**src/rtl/mips_immediate_expand_stage.sv**
```systemverilog
// mips_immediate_expand_stage
//
// Elastic pipeline stage between decode and execute. It expands the 16-bit
// instruction immediate into a 32-bit operand, using the extend/shift control
// fields produced upstream. A 2-entry skid buffer sustains full throughput
// under downstream backpressure and keeps in_ready purely registered.
//
// Ports:
//   clock      - single clock; all state updates on the rising edge
//   reset_n    - asynchronous, active-low reset
//   flush      - synchronous squash of all held entries
//   in_valid   - upstream presents an entry
//   in_ready   - stage can accept (registered; low only when both slots are full)
//   in_imm     - raw 16-bit immediate field
//   in_extend  - 0 = sign extend, 1 = zero extend
//   in_shift   - 0 = no shift, 1 = place immediate in the upper half (LUI)
//   in_tag     - opaque tag, passed through unchanged
//   out_valid  - output entry valid
//   out_ready  - downstream accepts
//   out_imm    - expanded 32-bit immediate
//   out_tag    - tag belonging to out_imm

module mips_immediate_expand_stage #(
    parameter int unsigned TAG_W = 4
) (
    input  logic             clock,
    input  logic             reset_n,
    input  logic             flush,
    input  logic             in_valid,
    output logic             in_ready,
    input  logic [15:0]      in_imm,
    input  logic             in_extend,
    input  logic             in_shift,
    input  logic [TAG_W-1:0] in_tag,
    output logic             out_valid,
    input  logic             out_ready,
    output logic [31:0]      out_imm,
    output logic [TAG_W-1:0] out_tag
);

    typedef enum logic [1:0] {
        EMPTY = 2'd0,
        ONE   = 2'd1,
        TWO   = 2'd2
    } state_t;

    state_t             state_q;
    state_t             state_d;
    logic               in_ready_q;

    logic [31:0]        main_imm_q;
    logic [TAG_W-1:0]   main_tag_q;
    logic [31:0]        skid_imm_q;
    logic [TAG_W-1:0]   skid_tag_q;

    logic [31:0]        expanded;
    logic               push;
    logic               pop;
    logic               load_main_new;
    logic               load_main_skid;
    logic               load_skid;

    // ------------------------------------------------------------------
    // Immediate expansion (combinational on the input side)
    // ------------------------------------------------------------------
    always_comb begin
        if (in_shift) begin
            expanded = {in_imm, 16'h0000};
        end else if (in_extend) begin
            expanded = {16'h0000, in_imm};
        end else begin
            expanded = {{16{in_imm[15]}}, in_imm};
        end
    end

    // ------------------------------------------------------------------
    // Handshakes
    // ------------------------------------------------------------------
    assign in_ready  = in_ready_q;
    assign out_valid = (state_q != EMPTY);
    assign out_imm   = main_imm_q;
    assign out_tag   = main_tag_q;

    // push/pop depend only on the valid/ready bits, so X on the data
    // inputs never reaches the state register.
    assign push = in_valid & in_ready_q;
    assign pop  = out_valid & out_ready;

    // ------------------------------------------------------------------
    // Next-state and data-load decode
    // ------------------------------------------------------------------
    always_comb begin
        state_d        = state_q;
        load_main_new  = 1'b0;
        load_main_skid = 1'b0;
        load_skid      = 1'b0;

        unique case (state_q)
            EMPTY: begin
                if (push) begin
                    state_d       = ONE;
                    load_main_new = 1'b1;
                end
            end
            ONE: begin
                if (push && pop) begin
                    load_main_new = 1'b1;
                end else if (push) begin
                    state_d   = TWO;
                    load_skid = 1'b1;
                end else if (pop) begin
                    state_d = EMPTY;
                end
            end
            TWO: begin
                // in_ready is low here, so no push can arrive.
                if (pop) begin
                    state_d        = ONE;
                    load_main_skid = 1'b1;
                end
            end
            default: begin
                state_d = EMPTY;
            end
        endcase

        // A flush empties the stage; an entry accepted in the same cycle is
        // discarded, so nothing is loaded. A pop in that cycle has already
        // been seen downstream and simply completes.
        if (flush) begin
            state_d        = EMPTY;
            load_main_new  = 1'b0;
            load_main_skid = 1'b0;
            load_skid      = 1'b0;
        end
    end

    // ------------------------------------------------------------------
    // State register; in_ready is registered from the next state so it
    // equals (state != TWO) without a combinational path.
    // ------------------------------------------------------------------
    always_ff @(posedge clock or negedge reset_n) begin
        if (!reset_n) begin
            state_q    <= EMPTY;
            in_ready_q <= 1'b1;
        end else begin
            state_q    <= state_d;
            in_ready_q <= (state_d != TWO);
        end
    end

    // ------------------------------------------------------------------
    // Data registers: load only on transfers, hold otherwise
    // ------------------------------------------------------------------
    always_ff @(posedge clock or negedge reset_n) begin
        if (!reset_n) begin
            main_imm_q <= '0;
            main_tag_q <= '0;
        end else if (load_main_new) begin
            main_imm_q <= expanded;
            main_tag_q <= in_tag;
        end else if (load_main_skid) begin
            main_imm_q <= skid_imm_q;
            main_tag_q <= skid_tag_q;
        end
    end

    always_ff @(posedge clock or negedge reset_n) begin
        if (!reset_n) begin
            skid_imm_q <= '0;
            skid_tag_q <= '0;
        end else if (load_skid) begin
            skid_imm_q <= expanded;
            skid_tag_q <= in_tag;
        end
    end

endmodule

```
**config.mk**
```make
export PLATFORM = sky130hd
export DESIGN_NAME = mips_immediate_expand_stage
export DESIGN_NICKNAME = d
export VERILOG_FILES = /design/src/rtl/mips_immediate_expand_stage.sv
export SDC_FILE = /design/constraint.sdc
export NUM_CORES = 1
export LEC_CHECK = 0
export CAP_MARGIN = 20
export CORE_MARGIN = 2
export CORE_UTILIZATION = 26
export DETAILED_ROUTE_END_ITERATION = 10
export PLACE_DENSITY_LB_ADDON = 0.05
export SLEW_MARGIN = 10
export SYNTH_ARGS = -nofsm -noshare
export SYNTH_HDL_FRONTEND = slang
export SYNTH_SLANG_ARGS = --single-unit
```
**constraint.sdc**
```tcl
create_clock -name clock -period 1.9 [get_ports clock]
set_input_delay 0.38 -clock clock [delete_from_list [all_inputs] [get_ports clock]]
set_output_delay 0.38 -clock clock [all_outputs]
set_load 0.01 [all_outputs]
```
After elaboration in Yosys (flattened, before gate mapping)
Cells that the tools add are included.
W data, S select, Z words.
{"block": "totals", "latch_bits": 0, "rom_bits": 0, "n_memories": 0, "mem_bits_rw": 0, "reg_bits": 75, "output_inout_bits": 38}
{"block": "classes", "multipliers": 0, "div_mod_pow": 0, "bitwise_logic": 2, "n_shift": 0, "n_reduce_logical": 4, "order_cmp": 0, "n_eq_ne": 3, "muxes": 23, "add_sub_neg": 0}
{"operator": "$mux W32", "n": 4}
{"operator": "$mux W2", "n": 6}
{"operator": "$mux W1", "n": 9}
{"operator": "$mux W4", "n": 2}
{"operator": "$pmux W2 S3", "n": 1}
{"operator": "$reduce_bool A2 Y1", "n": 2}
{"operator": "$and A1 B1 Y1", "n": 2}
{"operator": "$eq A2 B1 Y1 const B", "n": 1}
{"operator": "$eq A2 B2 Y1 const B", "n": 1}
{"operator": "$logic_not A2 Y1", "n": 1}
{"operator": "$ne A2 B2 Y1 const B", "n": 1}
{"operator": "$pmux W1 S2", "n": 1}
{"operator": "$logic_and A1 B1 Y1", "n": 1}

Depth between registers and ports, before layout
{"block": "logic_depth", "depth_word": 8, "mapped_depth": 7}

Worst setup path before layout
OpenSTA, ideal clock, no wires.
{"block": "synth_timing", "kind": "register -> register", "start": "register state_q[0]", "end": "register main_imm_q[0] (netlist: out_imm[0])", "arrival_ps": 1432, "setup_time_ps": 126, "period_less_slack_ps": 1558, "path_buffers": 3, "required_time_ps": 1774, "slack_ps": 342, "path_stages_with_launch": 7, "cell_sequence": "dfrtp_1 > and4bb_1 > buf_4 > o21ba_1 > buf_6 > buf_6 > a221o_1"}
{"block": "synth_via", "elab_chain_len": 7, "elab_cells_between_ends": 14, "classes_between": "2 x eq/ne; 7 x mux; 1 x bitwise; 4 x reduce/logical"}
{"element": "from (decl)", "line_no": "47", "text": "state_t state_q;"}
{"element": "from (signal assigned)", "line_no": "147", "text": "state_q <= state_d;"}
{"element": "$reduce_bool A2 Y1", "line_no": "80", "text": "assign out_valid = (state_q != EMPTY);"}
{"element": "$and A1 B1 Y1", "line_no": "87", "text": "assign pop = out_valid & out_ready;"}
{"element": "$logic_and A1 B1 Y1", "line_no": "106", "text": "if (push && pop) begin"}
{"element": "$mux W1", "line_no": "106"}
{"element": "$pmux W1 S2", "line_no": "98", "text": "unique case (state_q)"}
{"element": "$mux W1", "line_no": "130", "text": "if (flush) begin"}
{"element": "$mux W32 or $reduce_bool A2 Y1 (tied branches)"}
{"element": "to (signal assigned)", "line_no": "160", "text": "main_imm_q <= expanded;"}
{"element": "to (signal assigned)", "line_no": "163", "text": "main_imm_q <= skid_imm_q;"}
{"element": "to (decl)", "line_no": "51", "text": "logic [31:0] main_imm_q;"}
Parallel ways exist; a longest one is shown, timed or not.
A chain may end at the register's enable or synchronous reset.

Worst setup path in the final report
{"block": "layout_timing", "start": "register in_ready_q (netlist: in_ready)", "end": "output in_ready"}
{"element": "from (decl)", "line_no": "49", "text": "logic in_ready_q;"}
{"element": "from (signal assigned)", "line_no": "148", "text": "in_ready_q <= (state_d != TWO);"}
{"element": "to (decl)", "line_no": "30", "text": "output logic in_ready,"}
No word-level cell between the ends.

==> run summary <==
status = completed
Synth Warn # = 0
Vias/cell = 4.57
period utilization = 94.1%
CTS max path bufs = 2
most numerous cell in the Yosys netlist = nand2_1
Slew headroom = 69.1%
final number of setup-violating endpoints = 0
worst path cell trace = clkdlybuf4s50_1
Fin. Hold Viols = 0
core box area = 11900 µm²
critical path peak fanout = 4
Die Y = 114 µm
Setup Buffers After CTS = 0
num rows = 40
via count = 2463
number of max-cap violations = 0
area grow syn2layout = 41.6%
Num CTS Buffers = 9
static leakage = 1.95 nW
Slew Viols, Final = 0
worst vdd ir = 0.358 mV
Worst EP required = 1520 ps
placed cells = 524
CP max-delay cell = dfstp_2
Pwr Total = 4.89 mW
# diodes = 0
clk root buf = clkbuf_16
Final Util = 37.5%
1st-iter DRT viols = 54
Die Footprint = 13000 µm²
clock sink count = 75
gr usage total = 14.6%
Cells after Synth = 311
remaining antenna violation count after routing = 0
crit path buf inv count = 1
final cell count without fillers = 539
share of cells above drive strength 1 = 12.8%
RD Place Congestion = 0.752
io pins = 65
number of global-route vias before repair = 2483
Avg Cell Area, Syn = 10.2 µm²
Worst Path Class, Setup = register to output pin
largest area contributor in the netlist = dfrtp_1
Die Span X = 114 µm
1st-pass router iterations = 5
Synth Flop Type = dfrtp_1
Post-synth EDFFs = 0
Mapped Nets = 338
fin crit period = 1790 ps
Worst Skew = 4.78 ps
post-DP HPWL = 6180 µm
Crit path max-delay family = flip-flops
mapped cell area = 3160 µm²
Slew @ Worst Pin = 463 ps
latest clock arrival within the worst-skew pair = 330 ps
FF+latch count, synth = 75
wire per inst = 16.3 µm
Clock Pin Slew Worst Setup and Hold Paths = 60 ps
DRT Wirelength = 8800 µm
Worst setup EP type = output pin
global-route wire length before repair = 14200 µm
R2R Path Start = in_ready
largest net degree at the start of global routing = 37
synth unique cells = 26
initial antenna violation count = 0
crit path DAT = 1410 ps
register area share after synthesis = 59.5%
Starting Density = 26.5%
critical path's largest stage delay = 550 ps
power per cell area = 1090 nW/µm²
Post-route DRC = 0
RSZ-0062 raised after global routing = false
area share of the largest cell type after synthesis = 58.6%
dpl cell area = 4140 µm²
CTS tree = done
ys async rst share = 100%
H-tree levels = 3
input/output buffers = 64
CP Launch Type = register
# fillers = 1237
fmax = 559 MHz
crit path launch = in_ready
post-layout instance area = 4470 µm²
Synth area leaders = dfrtp_1 (59%), nand2_1 (8.9%), o21ai_0 (5.1%), a221o_1 (4.8%), o211ai_1 (3.8%)
Commonest cells post-synth = nand2_1 (75), dfrtp_1 (74), o21ai_0 (32)
Remaining Overflow, GRT = 0
Nets = 415
min-delay worst type = input pin to asynchronous set/reset pin
[flip-flops by register name, summed over array words and instances, names as in the netlist]
register	flops
out_imm	32
skid_imm_q	32
out_tag	4
skid_tag_q	4
state_q	2
in_ready	1
[cell type report]
type	instances	area, µm²	area share (%)
sequential	75	1880	42.0
multi-input combinational	210	1160	25.9
timing repair buffer	88	905	20.2
clock buffer	9	225	5.04
tap	147	184	4.11
clock inverter	6	105	2.35
inverter	4	15.0	0.336
[what timing repair did]
action	4_1_cts	5_1_grt
hold buffers	0	0
gates resized for setup	2	0
setup endpoints to repair	1	0
[per-layer routing]
| metal | up-vias | GRT usage (%) | share of wire [%] |
|---|---|---|---|
| li1 | 1237 | - | - |
| met1 | 1173 | 21.3 | 51 |
| met2 | 43 | 21.1 | 45 |
| met3 | 10 | 2.54 | 2.6 |
| met4 | 0 | 6.34 | 1.5 |
| met5 | - | 0 | 0 |
[placed cells by master (no fill, tap or decap), drive strengths merged]
cell           count
nand4bb            1
nand2b            16
nor2b              2
mux2               5
o21ai             32
and4bb             2
mux2i              1
a221o             15
dfstp              1
nor2              19
o21ba              1
inv                4
o22ai              1
dlygate4sd2        1
nand2             75
o211ai            16
clkinv             3
clkbuf             9
o22a               1
dfrtp             74
or2                1
a21oi             16
a22oi              4
bufinv             3
o21a               2
clkdlybuf4s50     62
buf               25
[stage by stage]
step,hold slack [ps],TNS (ps),worst slack (ps)
2_1_floorplan,84.4,0,342
3_3_place_gp,374,-1220,-47.3
3_5_place_dp,377,-2960,-77.4
4_1_cts,21.3,0,94.5
5_1_grt,34.0,0,71.1
6_report,4.08,0,113
[kinds of logic (layout without fill, tap and decap cells)]
kind of cell,Yosys count,in the layout,synth area share (%)
muxes,6,6,2.10
buffers and inverters,26,107,3.96
AOI/OAI and AO/OA,88,88,18.4
DFF,75,75,59.5
and+or+nand+nor,116,116,16.1
[worst paths after layout]
check,slack (ps),to,cells past startpoint
worst min register to register,480,skid_imm_q[2],2
worst max register to register,360,skid_imm_q[4],5
min in group clock,480,skid_imm_q[2],2
max in group asynchronous,1340,skid_imm_q[4],2
worst max-delay path,110,in_ready,1
worst min-delay path,4,skid_tag_q[0],1
[power by group]
part / switching, mW / internal [mW] / total (mW)
clock network: 0.649 / 1.27 / 1.92
registers: 0.177 / 1.91 / 2.09
logic: 0.386 / 0.499 / 0.885
[worst register-to-register path, delay by kind of cell, from the launching register on]
| kind | cells | cell delay (ps) |
|---|---|---|
| flops | 1 | 550 |
| buf+inv | 1 | 270 |
| simple gates | 3 | 520 |
| compound gates | 1 | 70 |
Power figures use the tool's default switching activity.
